## src/rtl/inst_fetch.sv

```systemverilog
// Instruction fetch front end: PC generator, in-order memory read requests, DEPTH-entry prefetch queue.
// Latency: request accepted cycle N, response N+1 or later, head entry visible the cycle after the response.
// Backpressure: STALL holds the head; requests stop once queued + in-flight + to-be-dropped reaches DEPTH.
module inst_fetch #(
  parameter logic [31:0] START_ADDR = 32'h0000_0000,
  parameter int          DEPTH      = 4
) (
  input  logic        CLK,
  input  logic        RST,
  input  logic        FLUSH,
  input  logic [31:0] NEW_PC,
  input  logic        STALL,
  output logic        MEM_WAIT,
  output logic [31:0] INST_PC,
  output logic [31:0] INST_DATA,
  output logic        MEM_RDEN,
  output logic [31:0] MEM_RADDR,
  input  logic        MEM_RREADY,
  input  logic        MEM_RVALID,
  input  logic [31:0] MEM_RDATA
);

  localparam int AW = $clog2(DEPTH);
  localparam int CW = AW + 1;
  localparam int SW = CW + 2;
  localparam logic [31:0]   NOP   = 32'h0000_0013;
  localparam logic [CW-1:0] ONE_C = CW'(1);
  localparam logic [AW-1:0] ONE_P = AW'(1);

  logic [31:0]   req_pc;
  logic [31:0]   rsp_pc;
  logic [31:0]   q_pc  [DEPTH];
  logic [31:0]   q_dat [DEPTH];
  logic [AW-1:0] rd_ptr;
  logic [AW-1:0] wr_ptr;
  logic [CW-1:0] count;
  logic [CW-1:0] inflight;
  logic [CW-1:0] drop;
  logic [CW-1:0] count_nxt;
  logic [CW-1:0] inflight_nxt;
  logic [CW-1:0] drop_nxt;
  logic [SW-1:0] reserved;
  logic [SW-1:0] flush_drop;
  logic          accept;
  logic          push;
  logic          pop;

  // Every slot is claimed at request time, so a returning word always has room.
  assign reserved  = SW'(count) + SW'(inflight) + SW'(drop);
  assign MEM_RDEN  = !RST && !FLUSH && (reserved < SW'(DEPTH));
  assign MEM_RADDR = req_pc;
  assign accept    = MEM_RDEN && MEM_RREADY;
  assign push      = MEM_RVALID && !FLUSH && (drop == '0) && (inflight != '0);
  assign pop       = (count != '0) && !STALL && !FLUSH;

  assign MEM_WAIT  = (count == '0);
  assign INST_PC   = MEM_WAIT ? 32'h0 : q_pc[rd_ptr];
  assign INST_DATA = MEM_WAIT ? NOP   : q_dat[rd_ptr];

  // Live reads become discards on redirect; a response arriving in the same cycle retires one of them.
  always_comb begin
    flush_drop = SW'(drop) + SW'(inflight);
    if (MEM_RVALID && (flush_drop != '0))
      flush_drop = flush_drop - SW'(1);
  end

  always_comb begin
    count_nxt    = count;
    inflight_nxt = inflight;
    drop_nxt     = drop;
    if (FLUSH) begin
      count_nxt    = '0;
      inflight_nxt = '0;
      drop_nxt     = CW'(flush_drop);
    end else begin
      if (push && !pop)
        count_nxt = count + ONE_C;
      else if (!push && pop)
        count_nxt = count - ONE_C;
      if (accept && !push)
        inflight_nxt = inflight + ONE_C;
      else if (!accept && push)
        inflight_nxt = inflight - ONE_C;
      if (MEM_RVALID && (drop != '0))
        drop_nxt = drop - ONE_C;
    end
  end

  always_ff @(posedge CLK or posedge RST) begin
    if (RST) begin
      req_pc   <= START_ADDR;
      rsp_pc   <= START_ADDR;
      count    <= '0;
      inflight <= '0;
      drop     <= '0;
      rd_ptr   <= '0;
      wr_ptr   <= '0;
    end else begin
      count    <= count_nxt;
      inflight <= inflight_nxt;
      drop     <= drop_nxt;
      if (FLUSH) begin
        req_pc <= NEW_PC;
        rsp_pc <= NEW_PC;
        rd_ptr <= '0;
        wr_ptr <= '0;
      end else begin
        if (accept)
          req_pc <= req_pc + 32'd4;
        if (push) begin
          rsp_pc <= rsp_pc + 32'd4;
          wr_ptr <= wr_ptr + ONE_P;
        end
        if (pop)
          rd_ptr <= rd_ptr + ONE_P;
      end
    end
  end

  // Storage needs no reset: the head is masked whenever the queue is empty.
  always_ff @(posedge CLK) begin
    if (push) begin
      q_pc[wr_ptr]  <= rsp_pc;
      q_dat[wr_ptr] <= MEM_RDATA;
    end
  end

endmodule

```

## config.mk

```make
export PLATFORM = sky130hd
export DESIGN_NAME = inst_fetch
export DESIGN_NICKNAME = d
export VERILOG_FILES = /design/src/rtl/inst_fetch.sv
export SDC_FILE = /design/constraint.sdc
export NUM_CORES = 1
export LEC_CHECK = 0
export BUFFER_PORTS_ARGS = -buffer_cell sky130_fd_sc_hd__buf_2
export CORE_UTILIZATION = 35
export DETAILED_ROUTE_END_ITERATION = 16
export SLEW_MARGIN = 20
export SYNTH_ARGS = -nofsm -noshare
export SYNTH_HDL_FRONTEND = slang
export SYNTH_SLANG_ARGS = --single-unit
```

## constraint.sdc

```tcl
create_clock -name CLK -period 4.08 [get_ports CLK]
set_clock_uncertainty 0.1 [all_clocks]
set_input_delay 1.224 -clock CLK [delete_from_list [all_inputs] [get_ports CLK]]
set_output_delay 1.224 -clock CLK [all_outputs]
set_load 0.02 [all_outputs]
```

==> Word level (Yosys, flattened, before mapping) <==
Memory sizes are Yosys's and may differ from the RTL's.
Index checks and enable logic that the tools add are counted.
{ "word_totals": {"ff_bits": 77, "latch_bits": 0, "ramBits": 256, "rom_bits": 0, "inputBits": 70, "output_inout_bits": 98, "n_memories": 2} }
{ "memory_table": {"columns": ["memory", "words", "word_bits", "rd", "rd_ports_with_merged_regs", "write_ports", "line", "rtl"], "rows": [
  ["q_dat", 4, 32, 1, 0, 1, "33", "logic [31:0] q_dat [DEPTH];"],
  ["q_pc", 4, 32, 1, 0, 1, "32", "logic [31:0] q_pc [DEPTH];"]
]} }
{ "classes": {"add_sub_neg": 13, "n_mul": 0, "div": 0, "n_lt_le_gt_ge": 1, "n_eq_ne": 0, "shifts": 0, "n_mux": 21, "bitwise": 0, "n_reduce_logical": 32} }
{ "ops": {"columns": ["cell", "n"], "rows": [
  ["$mux W32", 6],
  ["$add A32 B3 Y32 const B", 2],
  ["$mux W3", 9],
  ["$reduce_bool A3 Y1", 5],
  ["$logic_and A1 B1 Y1", 14],
  ["$sub A3 B1 Y3 const B", 4],
  ["$add A3 B3 Y4", 2],
  ["$mux W2", 4],
  ["$reduce_bool A2 Y1", 4],
  ["$add A3 B1 Y3 const B", 2],
  ["$logic_not A1 Y1", 6],
  ["$logic_not A3 Y1", 2],
  ["$add A4 B3 Y5", 1],
  ["$lt A5 B3 Y1 const B", 1],
  ["$reduce_bool A5 Y1", 1],
  ["$add A2 B1 Y2 const B", 2],
  ["$mux W1", 2]
]} }

==> Longest topological paths before layout <==
Gate-level depths: netlist of the first run.
{ "logic_depth": {"depth_word": 10, "mapped_depth": 13} }

==> Least setup slack after synthesis of the first run <==
No wires, ideal clock.
{ "synth_path": {"path_type": "input to register", "start": "input port MEM_RVALID", "end": "memory q_dat[0][0], enable pin", "t_arrival_ns": 3.476, "setup_slack_ns": 0.075, "cell_stages": 4, "path_buffers": 2, "cell_sequence": "o311a_1 clkbuf_1 clkbuf_1 and3_1"} }
{ "synth_between": {"elab_chain_len": 5} }
{ "synth_lines": {"columns": ["element", "line", "rtl"], "rows": [
  ["start, declared", "19", "input logic MEM_RVALID,"],
  ["$logic_and A1 B1 Y1 (3 in a row)", "53", "assign push = MEM_RVALID && !FLUSH && (drop == '0) && (inflight != '0);"],
  ["$mux W1", "122", "if (push) begin"],
  ["$mux W1 (implied by the code)", "124", "q_dat[wr_ptr] <= MEM_RDATA;"],
  ["end, declared", "33", null]
]} }
Every way passes these cells.

==> Final worst setup path of the first run <==
{ "layout_path": {"start": "register inflight[1]", "end": "output port MEM_RDEN"} }
{ "layout_between": {"elab_chain_len": 4} }
{ "layout_lines": {"columns": ["element", "line", "rtl"], "rows": [
  ["start, declared", "37", "logic [CW-1:0] inflight;"],
  ["start signal, assigned", "100", "inflight <= inflight_nxt;"],
  ["$add A3 B3 Y4", "49", "assign reserved = SW'(count) + SW'(inflight) + SW'(drop);"],
  ["$add A4 B3 Y5", "49", null],
  ["$lt A5 B3 Y1", "50", "assign MEM_RDEN = !RST && !FLUSH && (reserved < SW'(DEPTH));"],
  ["$logic_and A1 B1 Y1", "50", null],
  ["end, declared", "16", "output logic MEM_RDEN,"]
]} }
Every way passes these cells.

==> qor.yml, run 1 <==
outcome: "finished, final reports clean"
busiest_layer: "met2"
yosysWarnings: 0
ys_ff_latch: 333
drt_iter0_drc: 551
die_w_um: 204
antenna_found_initial: 0
cts.clk_slew.worst_paths_ns: 0.06
dp_hpwl_mm: 21.8
synth-xor-area-share: 0.0227
hp-start: "rsp_pc[0]"
final_cell_mix: "256 x edfxtp_1, 166 x buf_2, 72 x dfrtp_1, 67 x nand2_1, 64 x mux4_2"
cts_tree: "done"
slowest_stage: "fa_2"
synth_fa_ha_area_frac: 0.0207
synth_area_um2: 14300
p_total_mw: 9.64
place_congestion: 0.845
yosys_most_used_dff: "edfxtp_1"
async_flop_share: 0.231
worstReg2RegStart: "inflight[1]"
leakage_nw: 6.12
final_common_cell: "edfxtp_1"
cellPowerDensity_nw_per_um2: 557
grt_util_all_layers: 0.159
h-tree-depth: 2
timing.rr.end: "inflight[1]"
synth.avg_cell_area_um2: 15.7
synth-seq-area-share: 0.673
reg2reg_setup_slack_ns: 0.49
synth_mux_area_frac: 0.110
cp_num_buf_inv: 2
arrival_ns: 2.67
synth_top_family_by_area: "multiplexers"
synthSimpleGateAreaFrac: 0.108
synth-edff-count: 256
hp-class: "flip-flop to flip-flop"
crit_family: "adder cells"
core_um2: 40000
cp-startpoint: "inflight[1]"
antenna_left: 0
grt_pass1_wl_mm: 50.8
syn_nets: 1000
fin_crit_ns: 4.00
num_rows: 73
drv_slew: 0
drive_gt1_frac: 0.315
cts_buffers: 37
ios: 168
cp-end-kind: "primary output"
r2r_cells: 12
first_pass_iters: 5
drc_errors: 0
tns_ns: 0
area_delta_synth_final_pct: 21.3
nets: 1199
yosysUniqueCellTypes: 47
hold_ws_ns: 0.424
use_met1: 0.229
critPathMaxStageDelay_ns: 0.48
path_class: "flip-flop to primary output"
synth_compound_area_frac: 0.0454
maxCapViolations: 0
cp_cell_sequence: "inv_1 -> fa_1 -> nor2_1 -> fa_2 -> nor2_1 -> and3_4 -> buf_4"
vdd_drop_max_mv: 0.399
slew_headroom: 0.397
n_fill_cell: 3614
cp-start-kind: "flip-flop"
syn_inst: 910
cp.required_ns: 2.76
grt_overflow: 0
wl_per_cell_um: 19.6
start_util: 0.357
fp.dieH_um: 204
die_area_um2: 41600
post-route-period-util: 0.979
worstMarginPinSlew_ns: 0.902
wirelength_mm: 32.6
use_met2: 0.249
crit_path_end: "MEM_RDEN"
hold_violations: 0
setup_viol: 0
crit_top_cell: "nor2_1"
cp.depth: 7
insertion_delay_ns: 0.54
cts-root-buf: "clkbuf_16"
io_buffers: 167
clk_path_buf_depth: 3
grt_pass1_vias: 8798
cts.sinks: 333
crit_path_max_fanout: 3
fin_util: 0.433
grt_max_degree: 69
met3_usage: 0.0305
fmax_mhz: 250
viasPerCell: 5.19
vias: 8643
[cell families after synthesis]
logic type | count (synthesis)
buf+inv | 70
fa+ha+maj | 20
simple gates | 283
flops | 333
mux | 76
compound gates | 91
xor+xnor | 37
[layout make-up]
class	count	area (um^2)	share of cell area
Tap cell	525	657	0.0379
Inverter	28	106	0.00614
Sequential cell	333	9620	0.555
Multi-Input combinational cell	507	4420	0.255
Clock inverter	17	216	0.0125
Timing Repair Buffer	202	1250	0.0722
Clock buffer	51	1050	0.0607
Antenna cell	1	2.50	0.000144
[worst reg2reg max path: stages (launching register included)]
cell and delay [ns]:
dfrtp_2 0.39, inv_1 0.13, fa_1 0.47, nor2_1 0.16
fa_2 0.48, or3b_2 0.47, nor2_1 0.15, nand2_1 0.09
nor2_1 0.12, fa_1 0.45, nor4_1 0.31, a21oi_1 0.07
o31ai_1 0.08
[power by group]
part / switching, mW / internal [mW] / leakage (nW)
registers: 0.195 / 3.82 / 3.24
logic: 1.29 / 0.913 / 2.27
clock network: 1.30 / 2.12 / 0.612
[registers in the layout, indices dropped and copies added (netlist names)]
| register | cells |
|---|---|
| MEM_RADDR | 32 |
| count | 3 |
| drop | 3 |
| inflight | 3 |
| q_dat | 128 |
| q_pc | 128 |
| rd_ptr | 2 |
| rsp_pc | 32 |
| wr_ptr | 2 |
[Yosys cell counts (13+ instances only)]
cell type	count	area, um^2
clkbuf_1	31	116
dfrtp_1	77	1930
edfxtp_1	256	7690
ha_1	14	175
inv_1	28	105
mux4_2	64	1440
nand2_1	67	251
nand3_1	35	175
nand4_1	25	156
nor2_1	24	90.1
nor2b_1	63	394
nor4_1	14	87.6
o211ai_1	27	203
o21ai_0	24	120
o311ai_0	17	149
xnor2_1	24	210
xor2_1	13	114
[worst min-delay path by stage]
| stage | to | slack (ns) | depth (start not counted) |
|---|---|---|---|
| after floorplan | q_pc[0][0] | 0.38 | 0 |
| after global placement | q_pc[2][0] | 0.40 | 0 |
| after detailed placement | q_pc[0][1] | 0.41 | 0 |
| after CTS | q_pc[3][0] | 0.43 | 0 |
| after global routing | q_pc[1][0] | 0.46 | 0 |
| final | q_pc[0][0] | 0.42 | 0 |
[what timing repair did]
action,4_1_cts,5_1_grt
setup buffers,4,3
hold endpoints to repair,0,0
setup endpoints to repair,1,1
cloned,0,0
gates resized for setup,3,7
pin swaps,1,2
hold buffers,0,0
[through the flow]
| step | setup WS [ns] | instances | cell area, um^2 |
|---|---|---|---|
| 6_report | 0.0850 | 1664 | 17300 |
| 5_1_grt | -0.0103 | 1663 | 17300 |
| 4_1_cts | 0.0403 | 1660 | 17300 |
| 3_5_place_dp | 0.367 | 1588 | 16000 |
| 3_3_place_gp | 0.414 | 1588 | 16000 |
| 2_1_floorplan | 0.0746 | 910 | 14300 |
[layer usage]
| layer | up-vias | wire (um) |
|---|---|---|
| li1 | 3947 | - |
| met1 | 4348 | 14900 |
| met2 | 304 | 14900 |
| met3 | 44 | 2300 |
| met4 | 0 | 514 |
| met5 | - | 0 |
(Power assumes the default switching activity.)
==> run 2, diff against run 1 <==
CORE_MARGIN = 2   (was not set)
==> run 2 against run 1 <==
- final cell count is 0.18% lower
- cell area is 0.63% lower
- global-route usage shrank 0.21 points
- utilization fell by 0.27 points
- sequential share of layout area grew 0.34 points
- critical path type unchanged
- highest routed layer unchanged
==> qor.yml, run 2 (same netlist as run 1, synthesis figures left out) <==
grt_pass1_vias: 8742
grt_overflow: 0
n_fill_cell: 3652
hp-class: "flip-flop to flip-flop"
rsz0062_at_grt: "no"
h-tree-depth: 2
grt_max_degree: 69
cp-start-kind: "flip-flop"
intPower_mw: 6.71
pre_cts_ws_ns: 0.304
cts_tree: "done"
cp-end-kind: "primary output"
drive_gt1_frac: 0.313
drv_slew: 0
maxCapViolations: 0
multi_input_area_um2: 4420
leakage_nw: 6.07
wl_per_cell_um: 19.9
slew_headroom: 0.582
antenna_left: 0
num_rows: 73
post-route-period-util: 0.973
vias: 8697
nets: 1197
antenna_cells: 0
tns_ns: 0
power.switching_mw: 2.81
worstMarginPinSlew_ns: 0.621
reg.largest.list: "q_dat: 128 flops, q_pc: 128 flops"
start_util: 0.357
sw_frac_of_total: 0.295
drt_iter0_drc: 597
insertion_delay_ns: 0.52
hold_violations: 0
ff_latch_area_um2: 9620
setup_viol: 0
die_area_um2: 42400
arrival_ns: 2.65
final_cell_mix: "256 x edfxtp_1, 166 x buf_2, 73 x dfrtp_1, 67 x nand2_1, 64 x mux4_2"
first_pass_iters: 5
pwr-share-comb: 0.234
cellPowerDensity_nw_per_um2: 553
vdd_drop_max_mv: 0.281
cp.required_ns: 2.76
wirelength_mm: 33.0
fin_ws_ns: 0.110
antenna_found_initial: 0
dp_hpwl_mm: 21.7
fin_crit_ns: 3.97
p_clk_frac: 0.344
critPathMaxStageDelay_ns: 0.45
cts.clk_slew.worst_paths_ns: 0.06
area_delta_synth_final_pct: 20.6
grt_pass1_wl_mm: 50.9
cts_buffers: 37
crit_path_max_fanout: 3
viasPerCell: 5.24
cp_cell_sequence: "inv_2 -> fa_1 -> nor2_1 -> fa_2 -> nor3b_2 -> o32a_1 -> and3_4 -> buf_4"
final_common_cell: "edfxtp_1"
core_um2: 40000
slowest_stage: "fa_1"
ios: 168
path_class: "flip-flop to primary output"
die_w_um: 206
outcome: "finished, final reports clean"
fp.dieH_um: 206
drc_errors: 0
place_congestion: 0.839
p_seq_frac: 0.422
postCtsHoldBufs: 0
grt_util_all_layers: 0.157
cts-root-buf: "clkbuf_16"
fin_util: 0.430
io_buffers: 167
cts.sinks: 333
fmax_mhz: 252
clk_path_buf_depth: 3
## run 2: layout make-up
cell class | instances | area share
Inverter | 28 | 0.00618
Sequential cell | 333 | 0.559
Timing Repair Buffer | 200 | 0.0703
Clock inverter | 16 | 0.00974
Clock buffer | 52 | 0.0601
Tap cell | 525 | 0.0382
Multi-Input combinational cell | 507 | 0.257
## run 2: what timing repair did
action	CTS	global route
cloned	0	0
buffers inserted	6	1
resized for setup	5	5
endpoints found under the setup margin	1	1
pin swaps	1	1
## run 2: power by group through the flow
stage | Combinational [mW] | Clock, mW | Sequential [mW]
after floorplan | 1.43 | 0 | 4.05
after global placement | 2.15 | 0 | 4.09
after detailed placement | 2.17 | 0 | 4.10
after CTS | 2.25 | 3.35 | 4.02
after global routing | 2.46 | 3.48 | 4.04
final | 2.23 | 3.27 | 4.02
## run 2: through the flow
step                power (mW)  area, um^2  instances  hold slack [ns]
global route              9.98       17200       1661            0.444
CTS                       9.61       17200       1660            0.422
floorplan                 5.48       14300        910            0.376
finish                    9.52       17200       1661            0.429
detailed placement        6.27       15900       1586            0.408
global placement          6.24       15900       1586            0.404
## run 2: worst paths after layout
path | from | endpoint | slack (ns) | cells past startpoint
worst max-delay path | inflight[1] | MEM_RDEN | 0.11 | 8
worst min-delay path | rsp_pc[0] | q_pc[3][0] | 0.43 | 0
worst max register to register | inflight[1] | inflight[1] | 0.56 | 12
worst min register to register | rsp_pc[0] | q_pc[3][0] | 0.43 | 0
max in group asynchronous | RST | wr_ptr[0] | 2.55 | 3
min in group asynchronous | RST | MEM_RADDR[5] | 0.69 | 2
## run 2: critical path, delay by kind of cell (launching register included)
| family | cells | cell delay [ns] |
|---|---|---|
| fa+ha+maj | 2 | 0.68 |
| buf+inv | 2 | 0.23 |
| compound gates | 1 | 0.23 |
| flops | 1 | 0.41 |
| simple gates | 3 | 0.58 |
## run 2: per-layer routing
metal	GRT usage	part of all wire	vias to the layer above
li1	-	-	3941
met2	0.251	0.47	320
met4	0.0434	0.022	0
met5	0	0	-
met1	0.224	0.45	4390
met3	0.0244	0.062	46
==> run 3, diff against run 2 <==
CORE_ASPECT_RATIO = 0.6   (was not set)
==> run 3 against run 2 <==
- global-route usage increased by 0.53 points
- critical path type unchanged
- utilization decreased by 0.38 points
- die area increased by 0.13%
==> qor.yml, run 3 (same netlist as run 1, synthesis figures left out) <==
outcome: "finished, final reports clean"
post-route-period-util: 0.980
fin_crit_ns: 4.00
critPathMaxStageDelay_ns: 0.60
nets: 1196
stdcell_area_um2: 17200
leakage_nw: 6.05
cp-end-kind: "primary output"
drive_gt1_frac: 0.315
setup_viol: 0
cp.required_ns: 2.76
grt_util_all_layers: 0.163
vias: 8686
cp-startpoint: "drop[1]"
fmax_mhz: 250
cellPowerDensity_nw_per_um2: 547
reg2reg_setup_slack_ns: 0.50
grt_pass1_vias: 8579
dpl_cell_area_um2: 16000
io_buffers: 167
start_util: 0.354
grt_max_degree: 55
reg.largest.list: "q_dat: 128 flops, q_pc: 128 flops"
h-tree-depth: 2
crit_path_max_fanout: 3
insertion_delay_ns: 0.52
final_common_cell: "edfxtp_1"
core_um2: 40400
die_w_um: 265
cts_tree: "done"
maxCapViolations: 0
wirelength_mm: 34.3
cts.clk_slew.worst_paths_ns: 0.06
worstReg2RegStart: "drop[1]"
arrival_ns: 2.68
place_congestion: 0.874
viasPerCell: 5.23
r2r_cells: 13
cts_buffers: 34
clk_path_buf_depth: 3
hold_violations: 0
area_delta_synth_final_pct: 20.6
antenna_cells: 0
slew_headroom: 0.467
cts.sinks: 333
grt_pass1_wl_mm: 53.1
holdPathEnd: "MEM_RADDR[0]"
path_class: "flip-flop to primary output"
wl_per_cell_um: 20.6
drv_slew: 0
antenna_found_initial: 1
vdd_drop_max_mv: 0.249
antenna_left: 0
drt_iter0_drc: 752
hp-start: "MEM_RADDR[0]"
cts-root-buf: "clkbuf_16"
final_cell_mix: "256 x edfxtp_1, 167 x buf_2, 72 x dfrtp_1, 67 x nand2_1, 64 x mux4_2"
cp-start-kind: "flip-flop"
hold_depth: 2
fp.dieH_um: 160
ios: 168
tns_ns: 0
num_rows: 57
dp_hpwl_mm: 22.9
timing.rr.end: "inflight[2]"
cp_cell_sequence: "inv_1 -> fa_1 -> nor2_2 -> fa_2 -> nor2b_2 -> o32a_1 -> and3_1 -> buf_2"
first_pass_iters: 6
fin_util: 0.427
die_area_um2: 42500
worstMarginPinSlew_ns: 0.792
hp-class: "flip-flop to flip-flop"
slowest_stage: "fa_1"
drc_errors: 0
grt_overflow: 0
run 3: repair_timing:
| item | 4_1_cts | 5_1_grt |
|---|---|---|
| setup endpoints to repair | 1 | 1 |
| gates resized for setup | 4 | 5 |
| setup buffers | 5 | 2 |
| pin swaps | 0 | 2 |
| hold buffers | 0 | 0 |
| endpoints found under the hold margin | 0 | 0 |
run 3: final cells by class:
class / instances / area [um^2]
clock buffers: 42 / 912
clock inverters: 19 / 220
fillers: 3688 / 23100
inverters: 28 / 106
multi-input cells: 507 / 4430
flip-flops and latches: 333 / 9620
well taps: 531 / 664
repair buffers: 202 / 1260
run 3: layer usage:
| layer | GRT usage | wire (um) | up-vias | share of wire |
|---|---|---|---|---|
| li1 | - | - | 3949 | - |
| met1 | 0.244 | 16300 | 4407 | 0.47 |
| met2 | 0.237 | 15000 | 276 | 0.44 |
| met3 | 0.0400 | 2310 | 52 | 0.067 |
| met4 | 0.0395 | 710 | 2 | 0.021 |
| met5 | 0 | 13 | - | 0.00038 |
run 3: report_power, final:
group	switching (mW)	internal [mW]
Combinational	1.31	0.904
Clock	1.32	1.86
Sequential	0.218	3.82
run 3: worst max-delay path by stage:
| stage | endpoint | slack, ns |
|---|---|---|
| 2_1_floorplan | q_dat[0][0] | 0.07 |
| 3_3_place_gp | MEM_RDEN | 0.37 |
| 3_5_place_dp | inflight[1] | 0.33 |
| 4_1_cts | MEM_RDEN | 0.001 |
| 5_1_grt | MEM_RDEN | -0.001 |
| 6_report | MEM_RDEN | 0.08 |
run 3: metrics by stage:
| stage | instances | hold WS [ns] | power, mW | worst slack, ns |
|---|---|---|---|---|
| after floorplan | 910 | 0.376 | 5.48 | 0.0746 |
| after global placement | 1594 | 0.412 | 6.26 | 0.372 |
| after detailed placement | 1594 | 0.417 | 6.29 | 0.334 |
| after CTS | 1660 | 0.427 | 9.52 | 0.00134 |
| after global routing | 1662 | 0.448 | 9.91 | -0.00138 |
| final | 1662 | 0.421 | 9.42 | 0.0810 |
run 3: critical path: cells and delay by family (launching register included):
| kind | cells | cell delay, ns |
|---|---|---|
| adder cells (fa/ha/maj) | 2 | 0.95 |
| AND/OR/NAND/NOR | 3 | 0.39 |
| flip-flops | 1 | 0.36 |
| buffers and inverters | 2 | 0.24 |
| AO/OA/AOI/OAI | 1 | 0.22 |
